==> src/rtl/set_ctrl_pkg.sv <==
// Shared encodings for the time/alarm set-mode sequencer.
package set_ctrl_pkg;

   typedef enum logic [1:0] {
      MODE_NORMAL    = 2'd0,
      MODE_SET_CLOCK = 2'd1,
      MODE_SET_ALARM = 2'd2
   } mode_t;

   typedef logic [1:0] loc_t;

   localparam loc_t LOC_M1  = 2'd0;
   localparam loc_t LOC_M10 = 2'd1;
   localparam loc_t LOC_H1  = 2'd2;
   localparam loc_t LOC_H10 = 2'd3;

   function automatic logic [3:0] loc_onehot(input loc_t loc);
      logic [3:0] oh;
      case (loc)
         LOC_M1:  oh = 4'b0001;
         LOC_M10: oh = 4'b0010;
         LOC_H1:  oh = 4'b0100;
         LOC_H10: oh = 4'b1000;
         default: oh = 4'b0000;
      endcase
      return oh;
   endfunction

endpackage

==> src/rtl/btn_debounce.sv <==
// Button conditioner: 2-FF synchronizer, stability down-counter, press pulse.
// Raw pin is active-low; accepted level resets to released (1).
module btn_debounce #(
   parameter int DEB_CYCLES = 16
) (
   input  logic clk,
   input  logic rst,
   input  logic raw,
   output logic press,
   output logic held
);

   localparam int CW = $clog2(DEB_CYCLES + 1);
   localparam logic [CW-1:0] DEB_LOAD = CW'(DEB_CYCLES);

   logic          sync1;
   logic          sync2;
   logic          level;
   logic [CW-1:0] cnt;

   // cnt counts down while the synchronized sample disagrees with level;
   // any agreeing sample reloads it, so a bounce restarts the window.
   always_ff @(posedge clk or posedge rst) begin
      if (rst) begin
         sync1 <= 1'b1;
         sync2 <= 1'b1;
         level <= 1'b1;
         cnt   <= DEB_LOAD;
         press <= 1'b0;
      end else begin
         sync1 <= raw;
         sync2 <= sync1;
         press <= 1'b0;
         if (sync2 == level) begin
            cnt <= DEB_LOAD;
         end else if (cnt == '0) begin
            level <= sync2;
            cnt   <= DEB_LOAD;
            press <= ~sync2;
         end else begin
            cnt <= cnt - 1'b1;
         end
      end
   end

   assign held = ~level;

endmodule

==> src/rtl/set_mode_ctrl.sv <==
// Set-mode sequencer: button conditioning, mode FSM, cursor, strobes, blink.
// Optional UP auto-repeat is built when SET_AUTO_REPEAT_EN is defined.
//
// state          | meaning
// MODE_NORMAL    | time display, LOC/UP ignored
// MODE_SET_CLOCK | editing clock digits, COMMIT on exit
// MODE_SET_ALARM | editing alarm digits, no COMMIT on exit
module set_mode_ctrl
   import set_ctrl_pkg::*;
#(
   parameter int DEB_CYCLES     = 16,
   parameter int TIMEOUT_CYCLES = 1000,
   parameter int BLINK_HALF     = 250,
   parameter int REPEAT_DELAY   = 200,
   parameter int REPEAT_RATE    = 50
) (
   input  logic       CLK,
   input  logic       RESET,
   input  logic       BT_MODE,
   input  logic       BT_LOC,
   input  logic       BT_UP,
   output logic [1:0] MODE,
   output logic       SET_CLK_EN,
   output logic       SET_ALM_EN,
   output logic [1:0] CNT_LOC,
   output logic       INC_PULSE,
   output logic [3:0] BLINK_MASK,
   output logic       COMMIT
);

   localparam int TW = $clog2(TIMEOUT_CYCLES + 1);
   localparam int BW = $clog2(BLINK_HALF + 1);
   localparam logic [TW-1:0] TMO_LOAD = TW'(TIMEOUT_CYCLES - 1);
   localparam logic [BW-1:0] BLK_LOAD = BW'(BLINK_HALF - 1);

   logic ev_mode, ev_loc, ev_up;
   logic mode_held, loc_held, up_held;
   logic unused_held;

   btn_debounce #(.DEB_CYCLES(DEB_CYCLES)) u_deb_mode (
      .clk(CLK), .rst(RESET), .raw(BT_MODE), .press(ev_mode), .held(mode_held)
   );
   btn_debounce #(.DEB_CYCLES(DEB_CYCLES)) u_deb_loc (
      .clk(CLK), .rst(RESET), .raw(BT_LOC), .press(ev_loc), .held(loc_held)
   );
   btn_debounce #(.DEB_CYCLES(DEB_CYCLES)) u_deb_up (
      .clk(CLK), .rst(RESET), .raw(BT_UP), .press(ev_up), .held(up_held)
   );

   mode_t         mode_q, mode_d;
   loc_t          loc_q, loc_d;
   logic          inc_q, inc_d;
   logic          commit_q, commit_d;
   logic          phase_q, phase_d;
   logic [TW-1:0] tmo_q, tmo_d;
   logic [BW-1:0] blk_q, blk_d;
   logic [3:0]    mask_q, mask_d;
   logic          clk_en_q, alm_en_q;
   logic          set_act, enter, leave, activity, rpt_fire;

`ifdef SET_AUTO_REPEAT_EN
   localparam int RMAX = (REPEAT_DELAY > REPEAT_RATE) ? REPEAT_DELAY : REPEAT_RATE;
   localparam int RW   = $clog2(RMAX + 1);
   localparam logic [RW-1:0] DLY_LOAD  = RW'(REPEAT_DELAY - 1);
   localparam logic [RW-1:0] RATE_LOAD = RW'(REPEAT_RATE - 1);

   logic          rpt_on_q, rpt_on_d;
   logic [RW-1:0] rpt_q, rpt_d;

   assign unused_held = ^{mode_held, loc_held};
`else
   assign unused_held = ^{mode_held, loc_held, up_held,
                          REPEAT_DELAY[0], REPEAT_RATE[0]};
`endif

   always_comb begin
      mode_d   = mode_q;
      loc_d    = loc_q;
      inc_d    = 1'b0;
      commit_d = 1'b0;
      phase_d  = phase_q;
      tmo_d    = tmo_q;
      blk_d    = blk_q;
      enter    = 1'b0;
      leave    = 1'b0;
      activity = 1'b0;
      set_act  = (mode_q != MODE_NORMAL);
      rpt_fire = 1'b0;
`ifdef SET_AUTO_REPEAT_EN
      rpt_fire = rpt_on_q && up_held && (rpt_q == '0);
`endif

      // Priority MODE > LOC > UP > repeat > timeout; lower ones are dropped.
      if (!set_act) begin
         if (ev_mode) begin
            mode_d = MODE_SET_CLOCK;
            enter  = 1'b1;
         end
      end else if (ev_mode) begin
         if (mode_q == MODE_SET_CLOCK) begin
            mode_d   = MODE_SET_ALARM;
            enter    = 1'b1;
            commit_d = 1'b1;
         end else begin
            mode_d = MODE_NORMAL;
            leave  = 1'b1;
         end
      end else if (ev_loc) begin
         loc_d    = loc_q + 2'd1;
         activity = 1'b1;
      end else if (ev_up || rpt_fire) begin
         inc_d    = 1'b1;
         activity = 1'b1;
      end else if (tmo_q == '0) begin
         mode_d   = MODE_NORMAL;
         leave    = 1'b1;
         commit_d = (mode_q == MODE_SET_CLOCK);
      end

      if (enter || leave)
         loc_d = LOC_M1;

      if (enter || leave || activity || !set_act) begin
         tmo_d   = TMO_LOAD;
         blk_d   = BLK_LOAD;
         phase_d = 1'b0;
      end else begin
         tmo_d = tmo_q - 1'b1;
         if (blk_q == '0) begin
            blk_d   = BLK_LOAD;
            phase_d = ~phase_q;
         end else begin
            blk_d = blk_q - 1'b1;
         end
      end

      mask_d = (mode_d != MODE_NORMAL && phase_d) ? loc_onehot(loc_d) : 4'b0000;
   end

   always_ff @(posedge CLK or posedge RESET) begin
      if (RESET) begin
         mode_q   <= MODE_NORMAL;
         loc_q    <= LOC_M1;
         inc_q    <= 1'b0;
         commit_q <= 1'b0;
         phase_q  <= 1'b0;
         tmo_q    <= TMO_LOAD;
         blk_q    <= BLK_LOAD;
         mask_q   <= 4'b0000;
         clk_en_q <= 1'b0;
         alm_en_q <= 1'b0;
      end else begin
         mode_q   <= mode_d;
         loc_q    <= loc_d;
         inc_q    <= inc_d;
         commit_q <= commit_d;
         phase_q  <= phase_d;
         tmo_q    <= tmo_d;
         blk_q    <= blk_d;
         mask_q   <= mask_d;
         clk_en_q <= (mode_d == MODE_SET_CLOCK);
         alm_en_q <= (mode_d == MODE_SET_ALARM);
      end
   end

`ifdef SET_AUTO_REPEAT_EN
   // Repeat runs only while UP stays accepted-low after its own press event.
   always_comb begin
      rpt_on_d = rpt_on_q;
      rpt_d    = rpt_q;
      if (!set_act || enter || leave || ev_mode || ev_loc || !up_held) begin
         rpt_on_d = 1'b0;
         rpt_d    = DLY_LOAD;
      end else if (ev_up) begin
         rpt_on_d = 1'b1;
         rpt_d    = DLY_LOAD;
      end else if (rpt_on_q) begin
         rpt_d = (rpt_q == '0) ? RATE_LOAD : rpt_q - 1'b1;
      end
   end

   always_ff @(posedge CLK or posedge RESET) begin
      if (RESET) begin
         rpt_on_q <= 1'b0;
         rpt_q    <= DLY_LOAD;
      end else begin
         rpt_on_q <= rpt_on_d;
         rpt_q    <= rpt_d;
      end
   end
`endif

   assign MODE       = mode_q;
   assign SET_CLK_EN = clk_en_q;
   assign SET_ALM_EN = alm_en_q;
   assign CNT_LOC    = loc_q;
   assign INC_PULSE  = inc_q;
   assign BLINK_MASK = mask_q;
   assign COMMIT     = commit_q;

endmodule

==> config.mk <==
export PLATFORM = sky130hd
export DESIGN_NAME = set_mode_ctrl
export DESIGN_NICKNAME = d
export VERILOG_FILES = /design/src/rtl/set_ctrl_pkg.sv /design/src/rtl/btn_debounce.sv /design/src/rtl/set_mode_ctrl.sv
export SDC_FILE = /design/constraint.sdc
export NUM_CORES = 1
export LEC_CHECK = 0
export ABC_AREA = 1
export CORE_MARGIN = 3
export CORE_UTILIZATION = 40
export CTS_BUF_LIST = sky130_fd_sc_hd__clkbuf_8 sky130_fd_sc_hd__clkbuf_16
export DETAILED_ROUTE_END_ITERATION = 7
export PLACE_DENSITY = 0.61
export SETUP_SLACK_MARGIN = 0.4
export SYNTH_ARGS = -nofsm -noshare
export SYNTH_HDL_FRONTEND = slang
export SYNTH_HIERARCHICAL = 1
export SYNTH_SLANG_ARGS = --single-unit
==> constraint.sdc <==
create_clock -name CLK -period 1.7 [get_ports CLK]
set_input_delay 0.34 -clock CLK [delete_from_list [all_inputs] [get_ports CLK]]
set_output_delay 0.34 -clock CLK [all_outputs]
set_load 0.05 [all_outputs]
## Word-level counts from Yosys, hierarchy flattened

Index checks and enable logic that the tools add are counted.

- Register bits after elaboration: 58
- Latch bits: 0
- Bits in writable memories: 0
- ROM bits: 0
- Input bits: 5
- Output and inout bits: 12
- Word-level logic and storage cells: 115
- Memories: 0

- Add/sub/neg operators: 6
- Multiply operators: 0
- Divide/modulo/power cells: 0
- $lt $le $gt $ge: 0
- Equality and inequality tests: 9
- Shifts and indexed selects: 0
- Muxes and demuxes: 52
- Bitwise logic cells: 7
- Reduce and logical (&&, ||, !) cells: 16

Operators by type and width:

| operator | count |
|---|---|
| 2-to-1 mux 1 bit | 30 |
| 2-to-1 mux 5 bit | 6 |
| 2-to-1 mux 2 bit | 11 |
| 2-to-1 mux 8 bit | 2 |
| case mux 4 bit (4 select lines) | 1 |
| zero test 5 bit | 3 |
| subtractor 5 x 1 -> 5 bit, second input constant | 3 |
| zero test 10 bit | 1 |
| 2-to-1 mux 10 bit | 1 |
| subtractor 10 x 1 -> 10 bit, second input constant | 1 |
| zero test 8 bit | 1 |
| subtractor 8 x 1 -> 8 bit, second input constant | 1 |
| inverter 1 bit | 7 |
| == test 2 x 1 -> 1 bit, second input constant | 3 |
| == test 2 bit, second input constant | 3 |
| AND reduction 2 bit | 3 |
| 2-to-1 mux 4 bit | 1 |
| nonzero test 2 bit | 2 |
| == test 1 bit | 3 |
| logical OR 1 bit | 3 |
| adder 2 x 1 -> 2 bit, second input constant | 1 |
| zero test 2 bit | 1 |
| logical AND 1 bit | 1 |
| zero test 1 bit | 1 |

## Logic depth before layout (Yosys ltp)

- Depth in word-level cells: 12
- Mapped depth: 10
- Depth with buffers taken out: 10

## Hierarchy

Netlist, hierarchy kept.

Modules (own cells, without submodules):

| module | times used | cells each | area each (um^2) | sequential area each (um^2) |
|---|---|---|---|---|
| set_mode_ctrl | 1 | 160 | 1481.4 | 793.3 |
| btn_debounce | 3 | 41 | 380.4 | 230.2 |

## Worst setup path before layout

No wires, ideal clock.

- Path type: reg2reg
- Start point: reg tmo_q[0]
- End point: reg blk_q[0]
- Library setup time: 79 ps
- Data arrival time: 1392 ps
- Data required time: 1621 ps
- Setup slack: 229 ps
- Stages on the path, launching flop included: 11
- Buffers on the path: 0
- Clock period less this slack: 1471 ps
- Cells stage by stage: dfstp_2 inv_1 ha_1 nand2_2 nor2_4 nand2_2 nand2_4 inv_4 nand2_8 nor2_4 nand2_1

- Longest elaborated chain between the ends: 10

Ends and longest elaborated chain:

| element | line | text |
|---|---|---|
| start, declared | set_mode_ctrl.sv:55 | `logic [TW-1:0] tmo_q, tmo_d;` |
| start signal, assigned | set_mode_ctrl.sv:158 | `tmo_q <= tmo_d;` |
| zero test 10 bit | set_mode_ctrl.sv:114 | `end else if (tmo_q == '0) begin` |
| 2-to-1 mux 1 bit | set_mode_ctrl.sv:114 |  |
| 2-to-1 mux 1 bit | set_mode_ctrl.sv:111 | `end else if (ev_up \|\| rpt_fire) begin` |
| 2-to-1 mux 1 bit | set_mode_ctrl.sv:108 | `end else if (ev_loc) begin` |
| 2-to-1 mux 1 bit | set_mode_ctrl.sv:99 | `end else if (ev_mode) begin` |
| 2-to-1 mux 1 bit | set_mode_ctrl.sv:94 | `if (!set_act) begin` |
| logical OR 1 bit (3 in a row) | set_mode_ctrl.sv:123 | `if (enter \|\| leave \|\| activity \|\| !set_act) begin` |
| 2-to-1 mux 8 bit | set_mode_ctrl.sv:123 |  |
| net blk_d[0] | set_mode_ctrl.sv:56 | `logic [BW-1:0] blk_q, blk_d;` |
| end signal, assigned | set_mode_ctrl.sv:159 | `blk_q <= blk_d;` |
| end, declared | set_mode_ctrl.sv:56 |  |

The timed path passes the listed nets, and every way through them passes these cells.
A chain may end at the register's enable or synchronous reset.

## Final worst setup path

Ends and elaborated chain as after synthesis.

==> impl_metrics.env <==
export IMPL_status="complete, no violations"
export IMPL_vias=1777
export IMPL_drive_above_1_share=0.300
export IMPL_max_cap_violations=0
export IMPL_drc=0
export IMPL_tightest_slew_ps=413
export IMPL_drtIter0Drc=59
export IMPL_rows=28
export IMPL_fp_dieH_um=87.0
export IMPL_hold_buffers=0
export IMPL_cts_buffers=9
export IMPL_synthSimpleGateAreaFrac=0.280
export IMPL_post_drt_wl_per_cell_um=10.5
export IMPL_floorplan_initialDensity=0.428
export IMPL_path_class="reg2reg"
export IMPL_die_area_mm2=0.00756
export IMPL_yosys_area_top_type="dfrtp_1"
export IMPL_post_route_period_util=0.844
export IMPL_timing_rr_end="blk_q[0]"
export IMPL_skew_ps=7.14
export IMPL_hpwl_um=2930
export IMPL_worst_r2r_cell_count=10
export IMPL_clk_pin_slew_ps=60
export IMPL_ir_drop_mv=0.898
export IMPL_syn_inst=283
export IMPL_dp_cells=375
export IMPL_synth_seq_cells=58
export IMPL_hold_viol=0
export IMPL_rsz0062_at_grt="true"
export IMPL_final_cell_mix="60 x nand2_1, 41 x nor2_1, 40 x inv_1"
export IMPL_synth_fa_ha_area_frac=0.0286
export IMPL_htree_levels=3
export IMPL_min_path_type="reg2reg"
export IMPL_via_per_inst=4.46
export IMPL_finalWorstSetupSlack_ps=265
export IMPL_overflow=0
export IMPL_grt_usage=0.136
export IMPL_portBuffers=16
export IMPL_synth_top_cells_by_area="dfrtp_1 31%, dfstp_2 26%, nand2_1 8.7%, nor2_1 6.2%, inv_1 6.0%"
export IMPL_whs_path_depth=0
export IMPL_n_antenna_cell=0
export IMPL_worstPathRequired_ps=1960
export IMPL_synth_top_family_by_area="simple AND/OR/NAND/NOR gates"
export IMPL_final_cells=398
export IMPL_cts_tree="done"
export IMPL_place_ws_ps=215
export IMPL_antenna_found_initial=0
export IMPL_r2r_start="tmo_q[0]"
export IMPL_avgSynthCellArea_um2=9.27
export IMPL_seq_area_mm2=0.00149
export IMPL_hold_path_end="u_deb_up/sync2"
export IMPL_synth_fp_nets=294
export IMPL_area_delta_synth_final_pct=23.0
export IMPL_clock_root_buffer="clkbuf_8"
export IMPL_yosysSeqAreaShare=0.566
export IMPL_nFillCells=563
export IMPL_fmax_mhz=697
export IMPL_leakage_nw=1.60
export IMPL_multi_input_area_um2=991
export IMPL_slew_headroom=0.722
export IMPL_core_mm2=0.00613
export IMPL_nets=329
export IMPL_dieWidth_um=87.0
export IMPL_start_kind="flip-flop"
export IMPL_power_mw=5.58
export IMPL_clockBufferDepth=2
export IMPL_yosys_warnings=6
export IMPL_synth_compound_area_share=0.0143
export IMPL_clkLatencyLatePin_ps=330
export IMPL_yosys_area_top_type_share=0.305
export IMPL_place_gp_congestion=0.784
export IMPL_hold_start="u_deb_up/sync1"
export IMPL_rrSetupSlack_ps=270
export IMPL_cts_sinks=58
export IMPL_grt_max_degree=32
export IMPL_fin_crit_ps=1430
export IMPL_syn_area_mm2=0.00262
export IMPL_routed_wl_um=4190
export IMPL_synth_cell_types=25
export IMPL_crit_fanout=7
export IMPL_dr_pass1_iters=4
export IMPL_synthMuxAreaShare=0
export IMPL_io_pins=17
export IMPL_synth_xor_area_frac=0.0434
export IMPL_tns_ps=0
export IMPL_setup_viol=0
export IMPL_first_global_vias=1873
export IMPL_powerDensity_mw_per_mm2=1730
export IMPL_arrival_ps=1690
export IMPL_layout_commonest_cell="nand2_1"
export IMPL_grt_pass1_wl_um=7890
export IMPL_antenna_left=0
export IMPL_drv_slew=0
export IMPL_worstSetupEndpointType="flip-flop"
cell usage after synthesis (all sizes together):
library cell / n
nand4: 4
or2: 4
ha: 6
nand3b: 1
xor2: 6
nand3: 19
o21ai: 3
inv: 46
dfstp: 26
dfrtp: 32
a21oi: 3
nor2: 52
nand2: 69
xnor2: 7
nor3: 4
and2: 1
worst max path at each step:
| stage | from | to | slack (ps) | cells past startpoint |
|---|---|---|---|---|
| floorplan | tmo_q[0] | blk_q[0] | 310 | 10 |
| global placement | tmo_q[0] | blk_q[0] | 260 | 10 |
| detailed placement | tmo_q[0] | blk_q[0] | 220 | 10 |
| CTS | tmo_q[0] | blk_q[0] | 250 | 10 |
| global route | tmo_q[0] | blk_q[0] | 170 | 10 |
| finish | tmo_q[0] | blk_q[0] | 270 | 10 |
report_power, final:
part	internal (mW)	leakage, nW	switching, mW
Clock	1.05	0.127	0.522
Sequential	1.81	0.698	0.238
Combinational	0.727	0.776	1.23
Total	3.59	1.60	1.99
registers in the layout (all words and copies together), names as in the netlist, 2 cells and up:
signal          flops
tmo_q              10
CNT_LOC             2
MODE                2
u_deb_mode/cnt      5
BLINK_MASK          4
u_deb_loc/cnt       5
u_deb_up/cnt        5
blk_q               8
worst max-delay path, cell delays in order (launching register included):
cell and delay [ps]:
dfstp_2 530, inv_2 50, ha_4 160, nand2_4 60, nor2_4 40, nand2_2 70, nand2_4 90, inv_6 90
nand2_8 80, nor2_4 130, nand2_1 70
repair_timing:
item,4_1_cts,5_1_grt
cloned,0,0
pin swaps,5,0
setup endpoints to repair,30,33
buffers inserted,6,1
resized for setup,4,7
layout make-up:
class	count	share of cell area
Clock buffer	11	0.0469
Sequential cell	58	0.461
Inverter	46	0.0574
Timing Repair Buffer	24	0.0675
Tap cell	75	0.0291
Multi-Input combinational cell	179	0.307
Clock inverter	5	0.0314
metal layers:
layer  part of all wire  track usage  up-vias  routed length (um)
li1                   -            -      933                   -
met1               0.46        0.157      819                1940
met2               0.49        0.217       21                2030
met3              0.042       0.0653        4                 174
met4             0.0098       0.0510        0                  41
met5                  0            0        -                   0
metrics by stage:
step / util / area, um2 / hold slack, ps
detailed placement: 0.471 / 2890 / 347
global route: 0.526 / 3230 / 360
CTS: 0.522 / 3200 / 357
finish: 0.526 / 3230 / 356
floorplan: - / 2650 / 165
global placement: 0.471 / 2890 / 346
logic make-up after synthesis:
logic type,after synthesis
and+or+nand+nor,154
DFF,58
buffers and inverters,46
xor gates and xnor gates,13
AOI/OAI and AO/OA,6
adders and majority gates,6
Note: power is estimated with default switching activity, not from simulation.
